## config.mk

```make
export PLATFORM = sky130hd
export DESIGN_NAME = text_dump_tx
export DESIGN_NICKNAME = d
export VERILOG_FILES = /design/src/rtl/text_dump_tx_pkg.sv /design/src/rtl/text_dump_tx_serializer.sv /design/src/rtl/text_dump_tx.sv
export SDC_FILE = /design/constraint.sdc
export NUM_CORES = 1
export LEC_CHECK = 0
export BUFFER_PORTS_ARGS = -buffer_cell sky130_fd_sc_hd__buf_2
export CORE_UTILIZATION = 41
export DETAILED_ROUTE_END_ITERATION = 6
export PLACE_DENSITY_LB_ADDON = 0.3
export SYNTH_ARGS = -nofsm -noshare
export SYNTH_HDL_FRONTEND = slang
export SYNTH_SLANG_ARGS = --single-unit
```

## constraint.sdc

```tcl
create_clock -name clk -period 6.82 [get_ports clk]
set_clock_uncertainty 0.2 [all_clocks]
set_input_delay 1.705 -clock clk [delete_from_list [all_inputs] [get_ports clk]]
set_output_delay 1.705 -clock clk [all_outputs]
set_load 0.05 [all_outputs]
```

## src/rtl/text_dump_tx_pkg.sv

```systemverilog
// Shared constants, FSM encoding and character filter for the text-buffer UART dump.
// Pure definitions: no latency and no flow control of its own.
package text_dump_tx_pkg;

  localparam int DEFAULT_CLKS_PER_BIT = 10416;
  localparam int COLS = 32;
  localparam int ROWS = 4;

  localparam logic [7:0] ASCII_CR  = 8'h0D;
  localparam logic [7:0] ASCII_LF  = 8'h0A;
  localparam logic [7:0] ASCII_SUB = 8'h2E;

  typedef enum logic [2:0] {
    S_IDLE,
    S_RD_WAIT,
    S_LOAD,
    S_SEND,
    S_CR,
    S_LF,
    S_DONE
  } state_t;

  // Control codes, DEL and high-bit bytes would upset a terminal, so they print as '.'
  function automatic logic [7:0] printable(input logic [7:0] c);
    return ((c < 8'h20) || (c == 8'h7F) || c[7]) ? ASCII_SUB : c;
  endfunction

endpackage

```

## src/rtl/text_dump_tx_serializer.sv

```systemverilog
// 8N1 UART serializer: a frame starts on the edge after load while ready, 10*CLKS_PER_BIT cycles long.
// load is ignored while a frame is in flight; ready returns high the cycle after the stop bit.
module uart_tx_serializer
  import text_dump_tx_pkg::*;
#(
  parameter int CLKS_PER_BIT = DEFAULT_CLKS_PER_BIT
) (
  input  logic       clk,
  input  logic       reset,
  input  logic       load,
  input  logic [7:0] data,
  output logic       tx,
  output logic       ready
);

  localparam int CW = (CLKS_PER_BIT > 1) ? $clog2(CLKS_PER_BIT) : 1;
  localparam logic [CW-1:0] LAST_CELL = CW'(CLKS_PER_BIT - 1);

  logic [CW-1:0] r_cnt;
  logic [3:0]    r_idx;
  logic [9:0]    r_frame;
  logic          r_active;
  logic          r_tx;

  always_ff @(posedge clk) begin
    if (!reset) begin
      r_cnt    <= '0;
      r_idx    <= '0;
      r_frame  <= '1;
      r_active <= 1'b0;
      r_tx     <= 1'b1;
    end else if (!r_active) begin
      if (load) begin
        r_frame  <= {1'b1, data, 1'b0};
        r_active <= 1'b1;
        r_tx     <= 1'b0;
        r_cnt    <= '0;
        r_idx    <= '0;
      end
    end else if (r_cnt == LAST_CELL) begin
      r_cnt <= '0;
      if (r_idx == 4'd9) begin
        r_active <= 1'b0;
        r_tx     <= 1'b1;
        r_idx    <= '0;
      end else begin
        r_idx <= r_idx + 4'd1;
        r_tx  <= r_frame[r_idx + 4'd1];
      end
    end else begin
      r_cnt <= r_cnt + 1'b1;
    end
  end

  assign tx    = r_tx;
  assign ready = !r_active;

endmodule

```

## src/rtl/text_dump_tx.sv

```systemverilog
// Dumps the 32x4 text buffer over UART, one row per line ending CR LF; ~136*10 bit times per dump.
// start is accepted only in IDLE; the RAM address is held steady while each byte shifts out.
module text_dump_tx
  import text_dump_tx_pkg::*;
#(
  parameter int CLKS_PER_BIT = DEFAULT_CLKS_PER_BIT
) (
  input  logic       clk,
  input  logic       reset,
  input  logic       start,
  output logic [1:0] ry,
  output logic [4:0] rx,
  input  logic [7:0] rdata,
  output logic       tx,
  output logic       busy,
  output logic       done
);

  state_t     r_state, w_state_n;
  logic [1:0] r_ry, w_ry_n;
  logic [4:0] r_rx, w_rx_n;
  logic       r_launched, w_launched_n;
  logic       w_load;
  logic [7:0] w_data;
  logic       w_ready;

  always_ff @(posedge clk) begin
    if (!reset) begin
      r_state    <= S_IDLE;
      r_ry       <= '0;
      r_rx       <= '0;
      r_launched <= 1'b0;
    end else begin
      r_state    <= w_state_n;
      r_ry       <= w_ry_n;
      r_rx       <= w_rx_n;
      r_launched <= w_launched_n;
    end
  end

  always_comb begin
    w_state_n    = r_state;
    w_ry_n       = r_ry;
    w_rx_n       = r_rx;
    w_launched_n = r_launched;
    w_load       = 1'b0;
    w_data       = ASCII_SUB;
    case (r_state)
      S_IDLE: begin
        if (start) begin
          w_ry_n    = '0;
          w_rx_n    = '0;
          w_state_n = S_RD_WAIT;
        end
      end
      S_RD_WAIT: w_state_n = S_LOAD;
      S_LOAD: begin
        w_load    = 1'b1;
        w_data    = printable(rdata);
        w_state_n = S_SEND;
      end
      S_SEND: begin
        if (w_ready) begin
          if (r_rx == 5'(COLS - 1)) begin
            w_state_n = S_CR;
          end else begin
            w_rx_n    = r_rx + 5'd1;
            w_state_n = S_RD_WAIT;
          end
        end
      end
      // CR and LF each launch once, then wait for the serializer to drain
      S_CR: begin
        w_data = ASCII_CR;
        if (w_ready) begin
          if (!r_launched) begin
            w_load       = 1'b1;
            w_launched_n = 1'b1;
          end else begin
            w_launched_n = 1'b0;
            w_state_n    = S_LF;
          end
        end
      end
      S_LF: begin
        w_data = ASCII_LF;
        if (w_ready) begin
          if (!r_launched) begin
            w_load       = 1'b1;
            w_launched_n = 1'b1;
          end else begin
            w_launched_n = 1'b0;
            if (r_ry == 2'(ROWS - 1)) begin
              w_state_n = S_DONE;
            end else begin
              w_ry_n    = r_ry + 2'd1;
              w_rx_n    = '0;
              w_state_n = S_RD_WAIT;
            end
          end
        end
      end
      S_DONE:  w_state_n = S_IDLE;
      default: w_state_n = S_IDLE;
    endcase
  end

  uart_tx_serializer #(
    .CLKS_PER_BIT(CLKS_PER_BIT)
  ) u_ser (
    .clk  (clk),
    .reset(reset),
    .load (w_load),
    .data (w_data),
    .tx   (tx),
    .ready(w_ready)
  );

  assign ry   = r_ry;
  assign rx   = r_rx;
  assign busy = (r_state != S_IDLE) && (r_state != S_DONE);
  assign done = (r_state == S_DONE);

endmodule

```

Word-level counts from Yosys, hierarchy flattened --
Cells that the tools add are included.
Storage, ports and cells: bits in registers 40, output and inout port bits 10
Cells by class: add/sub/neg operators 4, order comparisons 2, eq/ne operators 21, mux-type cells 43, bitwise logic cells 1, reductions and logical operators 15
Operators with widths (count):
- $mux 14 | 3
- $mux 5 | 6
- $mux 3 | 8
- $pmux 8 s3 | 1
- $ne 2x2->1 const B | 9
- $pmux 3 s6 | 1
- $mux 4 | 4
- $pmux 5 s3 | 1
- $add 14x1->14 const B | 1
- $eq 14x14->1 const B | 1
- $mux 1 | 11
- $eq 3x3->1 const B | 3
- $eq 8x7->1 const B | 1
- $lt 8x6->1 const B | 1
- $mux 2 | 4
- $mux 8 | 1
- $reduce_and 7->1 | 1
- $eq 3x2->1 const B | 2
- $reduce_and 2->1 | 3
- $reduce_and 6->1 | 1
- $reduce_bool 3->1 | 2
- $add 5x1->5 const B | 1
- $eq 5x5->1 const B | 1
- $lt 4x5->1 const B | 1
- 16 further kinds | 18

Longest topological paths before layout --
Gate-level depths: netlist (run 1).
depth after elaboration 6, gate-level depth with buffers 9, mapped depth without buffers 8

Modules after synthesis --
A second synthesis (run 1) with hierarchy kept.
Second synthesis, totals: cell total of the unflattened synthesis 287, area total of the unflattened synthesis 2352.3 um2
Modules (own cells, without submodules):
- uart_tx_serializer | instances 1, cells each 177, area each 1514.0 um2, sequential area each 580.6 um2
- text_dump_tx | instances 1, cells each 110, area each 838.3 um2, sequential area each 220.2 um2

Worst setup path before layout (run 1) --
OpenSTA, ideal clock, no wires.
path kind register to output, start point register r_state[1], end point output port done, data arrival time 1.761 ns, setup slack 3.154 ns, cell stages (with the launch flop) 4, buffers on the path 1, cell sequence dfxtp_1 clkbuf_1 inv_1 nor3_1
On the way: longest elaborated chain between the ends 1
RTL lines:
- start, declared | line text_dump_tx.sv:19 | state_t r_state, w_state_n;
- start signal, assigned | line text_dump_tx.sv:34 | r_state <= w_state_n;
- $eq 3x3->1 | line text_dump_tx.sv:122 | assign done = (r_state == S_DONE);
- end, declared | line text_dump_tx.sv:16 | output logic done
Every way passes these cells.

Worst setup path in the final report (run 1) --
start point register r_state[1], end point output port busy
On the way: longest elaborated chain between the ends 2
RTL lines:
- $ne 3x3->1 / $reduce_bool 3->1 (equally long branches) | line text_dump_tx.sv:121 | assign busy = (r_state != S_IDLE) && (r_state != S_DONE);
- $logic_and 1x1->1 (*) | line text_dump_tx.sv:121
- end, declared | line text_dump_tx.sv:15 | output logic busy,
Mark *: on every way between the ends. The rest lies on a longest branch, timed or not.

==> impl_metrics.ini, run 1 <==
[cts]
cts_sinks = 40
cts_resized = 0
cts_hold_buf = 0
cts_buffers = 5
cts_max_level = 2
post_cts_buffers = 0
insertion_delay_ns = 0.29
clkTransAtPathRegs_ns = 0.07
clock_path_buffers = 2
cts_root_buf = clkbuf_8
cts_tree = yes

[global_routing]
antenna_found_initial = 0
grt_max_degree = 35
grt.overflow.total = 0
track_usage_pct = 17.35
grt_pass1_vias = 1710
grt_first_pass_wirelength_microns = 7631

[setup_path]
crit_type = reg -> out
crit_path_top_delay_cell = dfxtp_1
r2r_end = rx[3]
worst_ep_arrival_time_ns = 1.47
reg2regPathDepth = 8
crit_required_ns = 4.91
rrSetupSlack_ns = 4.39
r2r_start = rx[0]
cp-end-kind = output port
cp_max_fo = 11
path_cells = inv_1 -> nand2_1 -> nand3_1 -> buf_2
slowest_delay_ns = 0.52
critPathLaunchType = register

[synthesis]
yosysSeqAreaShare_pct = 36.18
synth_area_leader_cell = dfxtp_1
netlist_instances = 265
ys_ff_latch = 40
ys_warn_count = 0
synth_top_area_share_pct = 36.18
synth-edff-count = 0
yosys-top-cells-area = dfxtp_1 36%, nand2_1 5.8%, a21oi_1 5.7%, nor2_1 4.1%, ha_1 3.4%
synth_nets = 282
synthArstFlopShare_pct = 0
synth_area_sq_um = 2213
avgSynthCellArea_sq_um = 8.352
synth_cell_types = 59
yosys_most_used_dff = dfxtp_1

[detailed_routing]
ant_nets = 0
dr_total_vias = 1981
drc_errors = 0
wirelength_microns = 4571
met3_wirelength_microns = 213
wl_met1_microns = 2302
viasPerCell = 5.660
wl_met2_microns = 1997
highest_layer = met4
first_iter_violations = 88
routedWlPerCell_microns = 13.06
drt_first_pass_iters = 4

[hold_path]
hold_end = u_ser.r_frame[0]
hp-class = reg -> reg
min_path_cells = 2
hold_start = u_ser.r_frame[0]

[power]
p_comb_share_pct = 17.9
p_leak_nw = 0.9209
powerDensity_nw_per_um2 = 211.3
clockPowerShare_pct = 31.3
seq_power_share_pct = 50.8
total_power_w = 0.0005126
p_switching_w = 0.0001538
p_int_w = 0.0003588
switching_share_pct = 30.01
max-vdd-ir-drop_mv = 0.1006

[timing]
rsz0062_at_grt = no
timing.slew.headroom_pct = 35.29
clock.fmax_ghz = 0.2961
worst_pin_slew_ns = 0.9646
period_needed_ns = 3.378
maxSlewViolCount = 0
hold_viol = 0
fin_crit_sh_pct = 49.53
setup_viol = 0
setup_tns_ns = 0

[die]
die_w_microns = 75.48
ios = 21
initial_core_util_pct = 43.06
core_sq_um = 5140
floorplan.die_area_sq_um = 5696
rows = 26
die_h_microns = 75.48

[layout]
nNetsFinal = 296
antenna_cells = 0
final_area_sq_um = 2426
final_layout_size_suffix_gt1_share_pct = 15.00
syn2layout_area_growth_pct = 9.610

[place]
port_buffers = 20
place.gp.congestion = 0.7626
dp_hpwl_microns = 3208
postPlaceCellArea_sq_um = 2333

[flow_run]
maxCapViolCount = 0

[status]
status = finished, final reports clean
## through the flow
stage | setup WS, ns | util (%) | cells | hold slack, ns
floorplan | 3.154 | - | 265 | 0.2173
global placement | 3.290 | 45.40 | 342 | 0.2385
detailed placement | 3.276 | 45.40 | 342 | 0.2403
CTS | 3.432 | 47.20 | 350 | 0.2511
global route | 3.351 | 47.20 | 350 | 0.2789
finish | 3.442 | 47.20 | 350 | 0.2517
## worst max path at each step
stage / slack [ns] / from / to
4_1_cts: 3.43 / r_state[1] / busy
6_report: 3.44 / r_state[1] / busy
3_5_place_dp: 3.28 / reset / u_ser.r_frame[6]
5_1_grt: 3.35 / r_state[1] / busy
3_3_place_gp: 3.29 / reset / u_ser.r_frame[6]
2_1_floorplan: 3.15 / r_state[1] / done
## power groups by stage
stage	logic (W)	registers (W)	clock network, W
5_1_grt	0.000103	0.000263	0.000175
3_3_place_gp	0.0000908	0.000266	0
4_1_cts	0.0000915	0.000260	0.000165
2_1_floorplan	0.0000820	0.000258	0
3_5_place_dp	0.0000913	0.000266	0
6_report	0.0000917	0.000260	0.000161
## Yosys cell counts, drive strengths merged (2+ instances only)
| cell type | number |
|---|---|
| a21oi | 26 |
| nand3 | 10 |
| nand2 | 34 |
| xnor2 | 2 |
| or4b | 2 |
| buf | 5 |
| nor2b | 6 |
| nand3b | 7 |
| nor4 | 2 |
| inv | 4 |
| mux2i | 2 |
| a311oi | 7 |
| mux4 | 2 |
| o21bai | 3 |
| nor2 | 25 |
| ha | 6 |
| and4b | 2 |
| or3b | 2 |
| o211a | 2 |
| and3 | 5 |
| a211oi | 2 |
| nor3b | 3 |
| o21ai | 15 |
| dfxtp | 40 |
| or3 | 3 |
| nor3 | 7 |
| clkbuf | 8 |
| nand4b | 2 |
| a31oi | 7 |
## placed cells by master (no fill, tap or decap), types with 3 or more instances in the layout
master | synthesis | final
nor3b_1 | 3 | 3
nor2b_1 | 6 | 6
buf_2 | 3 | 20
nand2_1 | 34 | 34
dfxtp_1 | 40 | 40
nor2_1 | 24 | 24
a311oi_1 | 7 | 7
o21ai_0 | 15 | 15
nand3_1 | 10 | 10
o21bai_1 | 3 | 3
nand3b_1 | 7 | 7
ha_1 | 6 | 6
a21oi_1 | 25 | 25
inv_1 | 4 | 4
a31oi_1 | 7 | 7
and3_1 | 3 | 3
clkbuf_8 | 0 | 6
or3_1 | 3 | 3
nor3_1 | 7 | 7
## logic make-up after synthesis
kind of cell    synth area share [%]
compound gates                 23.40
xor+xnor                       1.187
fa+ha+maj                      3.392
buf+inv                        3.900
flops                          36.18
mux                            2.939
simple gates                   29.00
## registers in the layout, summed over array words and instances (netlist names)
register / cells
u_ser.r_cnt: 14
u_ser.r_frame: 9
rx: 5
u_ser.r_idx: 4
r_state: 3
ry: 2
r_launched: 1
u_ser.r_active: 1
u_ser.tx: 1
## critical path, delay by kind of cell (launching register included)
kind | cells | cell delay, ns
flops | 1 | 0.52
buf+inv | 2 | 0.42
simple gates | 2 | 0.25
## final cells by class
| type | instances | area, sq um |
|---|---|---|
| tap | 70 | 87.58 |
| clock inverter | 2 | 10.01 |
| timing repair buffer | 20 | 100.1 |
| clock buffer | 6 | 82.58 |
| inverter | 5 | 18.77 |
| sequential | 40 | 800.8 |
| fill | 548 | 2714 |
| multi-input combinational | 207 | 1326 |
## routing by layer
metal,vias to the layer above,global-route usage [%]
met5,-,0
met4,0,4.938
met3,5,4.365
met2,34,28.37
met1,929,22.75
li1,1013,-
No activity file was read; power rests on OpenSTA's default activity.
==> run 2: changes to the inputs <==
==> constraint.sdc (replaced) <==
create_clock -name clk -period 3.5 [get_ports clk]
set_clock_uncertainty 0.2 [all_clocks]
set_input_delay 0.875 -clock clk [delete_from_list [all_inputs] [get_ports clk]]
set_output_delay 0.875 -clock clk [all_outputs]
set_load 0.05 [all_outputs]
==> run 2 against run 1 <==
Clock-buffer cell count is 2 higher. Sequential cell count stayed put. Final area is 0.21% higher. Via count is 1.4% higher. Register-to-register slack worse by 3.3 ns. Critical endpoint is now done. Largest power group unchanged.
==> impl_metrics.ini, run 2 (synthesis gave the netlist of run 1 again) <==
[setup_path]
crit_type = reg -> out
r2r_start = rx[0]
reg2regPathDepth = 8
worst_ep_arrival_time_ns = 1.46
crit_required_ns = 2.42
rrSetupSlack_ns = 1.07
cp-end-kind = output port
crit_end = done
r2r_end = ry[0]
cp_max_fo = 10
critPathLaunchType = register
worstSetupStartpoint = r_state[2]

[layout]
ff_latch_area_sq_um = 800.8
regMostFlops = u_ser.r_cnt
largest_register_ffs = 14
nNetsFinal = 297
multi_input_area_sq_um = 1326
fillers = 534
syn2layout_area_growth_pct = 9.836
layout_commonest_cell = dfxtp_1
final_layout_size_suffix_gt1_share_pct = 14.59
antenna_cells = 0
layout_common_cells = 40 x dfxtp_1, 34 x nand2_1, 25 x a21oi_1, 24 x nor2_1, 20 x buf_2

[place]
dp_hpwl_microns = 3270
port_buffers = 20
place.gp.congestion = 0.7737

[cts]
insertion_delay_ns = 0.29
cts_hold_buf = 0
cts_resized = 0
cts_max_level = 2
clock_path_buffers = 2
cts_root_buf = clkbuf_8
cts_tree = yes
post_cts_buffers = 0
cts_buffers = 5
clkTransAtPathRegs_ns = 0.08
cts_sinks = 40

[die]
initial_core_util_pct = 43.06
floorplan.die_area_sq_um = 5696
rows = 26
core_sq_um = 5140
ios = 21
die_h_microns = 75.48
die_w_microns = 75.48

[detailed_routing]
drt_first_pass_iters = 4
wl_met1_microns = 2365
ant_nets = 0
first_iter_violations = 72
highest_layer = met4
met3_wirelength_microns = 157
wirelength_microns = 4653
viasPerCell = 5.721
wl_met2_microns = 2083
dr_total_vias = 2008
drc_errors = 0
routedWlPerCell_microns = 13.26

[timing]
fin_crit_sh_pct = 72.41
setup_viol = 0
setup_tns_ns = 0
rsz0062_at_grt = no
period_needed_ns = 2.534
hold_viol = 0
worst_pin_slew_ns = 0.8972
clock.fmax_ghz = 0.3946
timing.slew.headroom_pct = 40.06
maxSlewViolCount = 0

[status]
status = finished, final reports clean

[flow_run]
maxCapViolCount = 0

[power]
p_switching_w = 0.0002954
max-vdd-ir-drop_mv = 0.2463
total_power_w = 0.0009987
p_leak_nw = 0.9202
powerDensity_nw_per_um2 = 410.8
p_comb_share_pct = 17.9
switching_share_pct = 29.58
seq_power_share_pct = 50.7
clockPowerShare_pct = 31.3
p_int_w = 0.0007033

[global_routing]
grt_pass1_vias = 1890
grt.overflow.total = 0
grt_max_degree = 22
antenna_found_initial = 0
grt_first_pass_wirelength_microns = 8231
track_usage_pct = 18.75

[hold_path]
hp-class = reg -> reg
## run 2: power by group through the flow
stage	Sequential (W)	Clock, W	Combinational, W
after floorplan	0.000503	0	0.000160
after global placement	0.000517	0	0.000178
after detailed placement	0.000517	0	0.000179
after CTS	0.000507	0.000327	0.000180
after global routing	0.000511	0.000346	0.000202
final	0.000507	0.000313	0.000179
## run 2: metal layers
metal,up-vias,track usage (%)
met3,4,4.762
li1,1017,-
met2,36,30.56
met5,-,0
met1,951,24.55
met4,0,5.556
## run 2: metrics by stage
step / hold slack (ns) / instances / area [sq um] / setup WS [ns] / util (%)
final: 0.2552 / 351 / 2431 / 0.9657 / 47.30
after detailed placement: 0.2350 / 343 / 2341 / 1.043 / 45.55
after CTS: 0.2572 / 351 / 2431 / 0.9488 / 47.30
after floorplan: 0.2173 / 265 / 2213 / 0.6635 / -
after global placement: 0.2347 / 343 / 2341 / 1.077 / 45.55
after global routing: 0.2889 / 351 / 2431 / 0.8149 / 47.30
## run 2: worst max-delay path, cell delays in order, from the launching register on
cell and delay [ns]:
dfxtp_1 0.49, inv_1 0.20, nor3_1 0.19, buf_2 0.28
## run 2: final cells by class
cell class | count | area share [%]
well taps | 70 | 3.603
multi-input cells | 207 | 54.55
inverters | 5 | 0.7720
flip-flops and latches | 40 | 32.94
clock buffers | 8 | 3.706
repair buffers | 21 | 4.426
## run 2: worst min path at each step
stage	start	end	slack (ns)	cells after the start
floorplan	u_ser.r_frame[0]	u_ser.r_frame[0]	0.22	2
global placement	u_ser.r_frame[0]	u_ser.r_frame[0]	0.23	2
detailed placement	u_ser.r_frame[0]	u_ser.r_frame[0]	0.24	2
CTS	u_ser.r_frame[0]	u_ser.r_frame[0]	0.26	2
global route	u_ser.r_frame[0]	u_ser.r_frame[0]	0.29	2
finish	u_ser.r_frame[0]	u_ser.r_frame[0]	0.26	2
